**config.mk**
```make
export PLATFORM = sky130hd
export DESIGN_NAME = serial_addsub
export DESIGN_NICKNAME = d
export VERILOG_FILES = /design/src/rtl/serial_addsub.sv
export SDC_FILE = /design/constraint.sdc
export NUM_CORES = 1
export LEC_CHECK = 0
export CAP_MARGIN = 25
export CORE_AREA = 3 3 65 67
export DETAILED_ROUTE_END_ITERATION = 10
export DIE_AREA = 0 0 68 70
export GPL_TIMING_DRIVEN = 0
export HOLD_SLACK_MARGIN = 0.08
export PLACE_DENSITY_LB_ADDON = 0.25
export SYNTH_ARGS = -nofsm -noshare
export SYNTH_HDL_FRONTEND = slang
export SYNTH_SLANG_ARGS = --single-unit
```
**constraint.sdc**
```tcl
create_clock -name clk -period 1.5 [get_ports clk]
set_clock_uncertainty 0.15 [all_clocks]
set_input_delay 0.3 -clock clk [delete_from_list [all_inputs] [get_ports clk]]
set_output_delay 0.3 -clock clk [all_outputs]
set_load 0.1 [all_outputs]
```
**src/rtl/serial_addsub.sv**
```systemverilog
// Bit-serial WIDTH-bit adder/subtractor: operands stream LSB-first through one
// full add/sub cell, with the inter-bit carry held in a flip-flop.
module serial_addsub #(
  parameter int WIDTH = 8
) (
  input  logic             clk,
  input  logic             rst,
  input  logic             start,
  input  logic             sub,
  input  logic [WIDTH-1:0] a,
  input  logic [WIDTH-1:0] b,
  input  logic             cin,
  output logic             busy,
  output logic             done,
  output logic [WIDTH-1:0] s,
  output logic             cout,
  output logic             ovf
);

  localparam int CNT_W = (WIDTH > 2) ? $clog2(WIDTH) : 1;
  localparam logic [CNT_W-1:0] LAST_BIT = CNT_W'(WIDTH - 1);

  typedef enum logic {IDLE, RUN} state_t;

  state_t           state_q, state_d;
  logic [CNT_W-1:0] cnt_q, cnt_d;
  logic             carry_q, carry_d;
  logic             sub_q, sub_d;
  logic             busy_q, busy_d;
  logic             done_q, done_d;
  logic [WIDTH-1:0] s_q, s_d;
  logic             cout_q, cout_d;
  logic             ovf_q, ovf_d;
  logic [WIDTH-1:0] a_sh_q, a_sh_d;
  logic [WIDTH-1:0] b_sh_q, b_sh_d;
  logic [WIDTH-1:0] res_sh_q, res_sh_d;

  logic             bit_a, bit_b, sum_bit, carry_nxt;
  logic [WIDTH-1:0] res_next;

  // Single add/sub cell: subtraction inverts b here and cin at preload.
  always_comb begin
    bit_a     = a_sh_q[0];
    bit_b     = b_sh_q[0] ^ sub_q;
    sum_bit   = bit_a ^ bit_b ^ carry_q;
    carry_nxt = (bit_a & bit_b) | (bit_a & carry_q) | (bit_b & carry_q);
    res_next  = {sum_bit, res_sh_q[WIDTH-1:1]};
  end

  always_comb begin
    state_d  = state_q;
    cnt_d    = cnt_q;
    carry_d  = carry_q;
    sub_d    = sub_q;
    busy_d   = busy_q;
    done_d   = 1'b0;
    s_d      = s_q;
    cout_d   = cout_q;
    ovf_d    = ovf_q;
    a_sh_d   = a_sh_q;
    b_sh_d   = b_sh_q;
    res_sh_d = res_sh_q;
    case (state_q)
      IDLE: begin
        if (start) begin
          a_sh_d  = a;
          b_sh_d  = b;
          sub_d   = sub;
          carry_d = cin ^ sub;
          cnt_d   = '0;
          busy_d  = 1'b1;
          state_d = RUN;
        end
      end
      RUN: begin
        a_sh_d   = a_sh_q >> 1;
        b_sh_d   = b_sh_q >> 1;
        res_sh_d = res_next;
        carry_d  = carry_nxt;
        if (cnt_q == LAST_BIT) begin
          // carry_q is the carry into the MSB during the final bit
          s_d     = res_next;
          cout_d  = carry_nxt ^ sub_q;
          ovf_d   = carry_q ^ carry_nxt;
          done_d  = 1'b1;
          busy_d  = 1'b0;
          state_d = IDLE;
        end else begin
          cnt_d = cnt_q + 1'b1;
        end
      end
      default: state_d = IDLE;
    endcase
  end

  always_ff @(posedge clk or posedge rst) begin
    if (rst) begin
      state_q <= IDLE;
      cnt_q   <= '0;
      carry_q <= 1'b0;
      sub_q   <= 1'b0;
      busy_q  <= 1'b0;
      done_q  <= 1'b0;
      s_q     <= '0;
      cout_q  <= 1'b0;
      ovf_q   <= 1'b0;
    end else begin
      state_q <= state_d;
      cnt_q   <= cnt_d;
      carry_q <= carry_d;
      sub_q   <= sub_d;
      busy_q  <= busy_d;
      done_q  <= done_d;
      s_q     <= s_d;
      cout_q  <= cout_d;
      ovf_q   <= ovf_d;
    end
  end

  // Operand and partial-result shifters are always reloaded before use.
  always_ff @(posedge clk) begin
    a_sh_q   <= a_sh_d;
    b_sh_q   <= b_sh_d;
    res_sh_q <= res_sh_d;
  end

  assign busy = busy_q;
  assign done = done_q;
  assign s    = s_q;
  assign cout = cout_q;
  assign ovf  = ovf_q;

endmodule
```
==> summary.md <==
| Metric | Value |
|---|---|
| Clock transition at the registers of the reported paths | `80 ps` |
| YS warnings | `0` |
| Startpoint types | `register` |
| CTS sink count | `41` |
| Xor and xnor area share after synthesis | `0.0265` |
| Maximum fanout along the worst path | `5` |
| Arr. time, crit path | `between 1500 and 2000 ps` |
| Largest stage delay on the critical path | `between 300 and 400 ps` |
| Maximum number of pins on one net before global-route repair | `19` |
| Clock Latency Late Sink | `around 290 ps` |
| Final design utilization | `0.632` |
| Setup repair after global routing missed its margin | `yes` |
| Remaining global-route overflow | `0` |
| Placed Instance Area | `between 2000 and 2500 µm²` |
| Worst-case clock buffer depth | `2` |
| Number of flops mapped to enable cells by yosys | `23` |
| Commonest non-fill, non-tap cells in the layout | `25 x sky130_fd_sc_hd__buf_4, 23 x sky130_fd_sc_hd__edfxtp_1, 20 x sky130_fd_sc_hd__clkdlybuf4s50_1` |
| Top post-synthesis cells by area | `sky130_fd_sc_hd__edfxtp_1 42%, sky130_fd_sc_hd__dfrtp_1 27%, sky130_fd_sc_hd__mux2_2 12%` |
| Area of the die | `approximately 4800 µm²` |
| Number of maximum-capacitance constraint violations | `0` |
| Final Cell Area | `approximately 2300 µm²` |
| Critical-path cell with the highest stage delay | `sky130_fd_sc_hd__dfrtp_1` |
| Average cell area after synthesis | `approximately 16 µm²` |
| Transition time at the pin with the least slew margin | `slightly below 700 ps` |
| Final Max Tran Viols | `0` |
| Vias in the first global route | `around 1.1k` |
| Wire length of the first global-routing pass | `about 5000 µm` |
| Gate count after technology mapping | `around 110` |
| Area share of the largest cell type after synthesis | `0.417` |
| Proportion of synthesized area in mux cells | `0.156` |
| Wire length per cell after detailed routing | `14.2 µm` |
| Required time reported for the critical path endpoint | `1520 ps` |
| Setup TNS | `-375 ps` |
| Number of vias per cell after detailed routing | `between 4 and 5` |
| Most common cell after layout, fill and taps aside | `sky130_fd_sc_hd__buf_4` |
| Post-synthesis register bit count | `a little over 40` |
| # H-tree levels | `2` |
| Clock root cell | `sky130_fd_sc_hd__clkbuf_8` |
| DRC violation total after the first TritonRoute iteration | `45` |
| Cells along the critical path | `ha_2 -> ha_4 -> nand2_4 -> inv_4 -> buf_6 -> mux2_4` |
| Fill cell instance count of the final layout | `about 300` |
| Fraction of layout instances using a drive strength above 1 | `0.447` |
| Simple logic cell fraction of the synthesized area | `0.0454` |
| Max-slew headroom | `0.549` |
| Area added between synthesis and finish | `40.8%` |
| Quantity of I/O buffers inserted on ports | `32` |
| Total clock buffers created by CTS | `5` |
| Nets | `182` |
| Cell taking the most area after synthesis | `sky130_fd_sc_hd__edfxtp_1` |
| Share of the clock period used by the worst path | `1.04` |
| Total routing resource utilization after global routing | `0.142` |
| Kind of critical path | `register to register` |
| Post-route worst setup slack | `-56.4 ps` |
| Top_reg_cell synth | `sky130_fd_sc_hd__edfxtp_1` |
| First drt pass iteration count | `4` |
| Total vias in the final route | `roughly 1.0k` |
| Ys async rst share | `0.439` |
| DRC viols | `0` |
| Post-layout minimum cycle time | `about 1600 ps` |
| Number of diodes added for antenna fixing | `0` |
| Compound-cell area share of the yosys netlist | `0.0287` |
| Cell area after technology mapping | `1660 µm²` |
| Part of the Yosys area used for sequential elements | `0.689` |
| Syn_nets | `roughly 130` |
| Area share of fa/ha/maj cells after synthesis | `0.0272` |
| Cell Rows | `22` |
| Core Footprint | `between 3000 and 4000 µm²` |
| Hold crit path type | `primary input to async pin` |
| TritonCTS clock tree | `done` |
| Count of cell types in the netlist | `20` |
| Status | `finished, violations left` |
| Initial cell density of the core | `0.449` |
| Count of final hold-check violations | `0` |
| Antenna violations before repair | `0` |
| Violations in the final reports | `setup timing` |
| Final weighted congestion in routability-driven placement | `between 0.8 and 0.9` |
| Cts hold-fix bufs | `0` |
| Count of boundary I/O pins | `33` |
| Half-perimeter wire length after placement | `between 1500 and 2000 µm` |
| Peak Freq | `~640 MHz` |
| Post-DRT Antenna Nets | `0` |
| Hold slack final | `269 ps` |
| Detailed Route WL | `2940 µm` |
| Final setup vio count | `9` |
| Dominant combinational cell family by area after synthesis | `multiplexers` |
| Die outline width | `a little under 70 µm` |
| Capturing element type of the critical path | `register` |
| Die H | `about 70 µm` |
==> path summary, 6_finish.rpt <==
kind / from / to / slack, ps / depth (start not counted)
setup / recovery: cnt_q[1] / s[2] / -60 / 6
hold / removal: rst / carry_q / 270 / 2
setup reg to reg: cnt_q[1] / s[2] / -60 / 6
hold reg to reg: res_sh_q[2] / res_sh_q[1] / 310 / 0
max in group asynchronous: rst / state_q / 460 / 2
min in group clk: res_sh_q[2] / res_sh_q[1] / 310 / 0
==> registers in the layout, summed over array words and instances (netlist names) <==
signal and flops:
b_sh_q 8, sub_q 1, cnt_q 3, done 1, s 8, state_q 1, a_sh_q 8, carry_q 1
cout 1, res_sh_q 7, busy 1, ovf 1
==> worst max-delay path, delay by kind of cell (launching register included) <==
family	cells	cell delay (ps)
adder cells (fa/ha/maj)	2	370
AND/OR/NAND/NOR	1	70
buffers and inverters	2	170
multiplexers	1	290
flip-flops	1	390
==> timing repair <==
item / CTS / global route
gates cloned: 1 / 0
gates resized for setup: 85 / 14
pin swaps: 2 / 2
endpoints found under the setup margin: 55 / 19
setup buffers: 11 / 2
==> synth_stat cells, types with 2 or more instances <==
master and n:
sky130_fd_sc_hd__buf_2 2, sky130_fd_sc_hd__dfrtp_1 18, sky130_fd_sc_hd__edfxtp_1 23, sky130_fd_sc_hd__ha_1 2, sky130_fd_sc_hd__inv_1 5, sky130_fd_sc_hd__mux2_1 6, sky130_fd_sc_hd__mux2_2 17, sky130_fd_sc_hd__nand2_1 6
sky130_fd_sc_hd__nand2b_1 2, sky130_fd_sc_hd__nor2_1 4, sky130_fd_sc_hd__nor2b_1 3, sky130_fd_sc_hd__o21ai_0 6, sky130_fd_sc_hd__xnor2_1 2, sky130_fd_sc_hd__xor2_1 3
==> routing by layer <==
metal,share of wire,global-route usage,up-vias
li1,-,-,476
met1,0.38,0.163,490
met2,0.52,0.229,36
met3,0.066,0.0418,12
met4,0.034,0.0773,0
met5,0,0,-
==> metrics by stage <==
stage               cells  worst slack [ps]
finish                207             -56.4
global route          207              -102
CTS                   205             -60.6
detailed placement    185              -451
global placement      185              -430
floorplan             105             -62.6
==> layout make-up <==
type,instances,area (µm²),area share
buffer,3,26.3,0.0113
clock buffer,6,72.6,0.0311
clock inverter,2,35.0,0.0150
inverter,6,28.8,0.0123
multi-input combinational,55,542,0.232
sequential,41,1140,0.490
tap,48,60.1,0.0258
timing repair buffer,46,424,0.182
==> kinds of logic after synthesis <==
group | after synthesis
AO/OA/AOI/OAI | 8
XOR/XNOR | 5
adder cells (fa/ha/maj) | 3
buffers and inverters | 9
flip-flops | 41
multiplexers | 23
AND/OR/NAND/NOR | 16
Power is left out: the tool's default activity adds up to more than one toggle a clock period on the data nets, which glitch-free logic cannot reach.
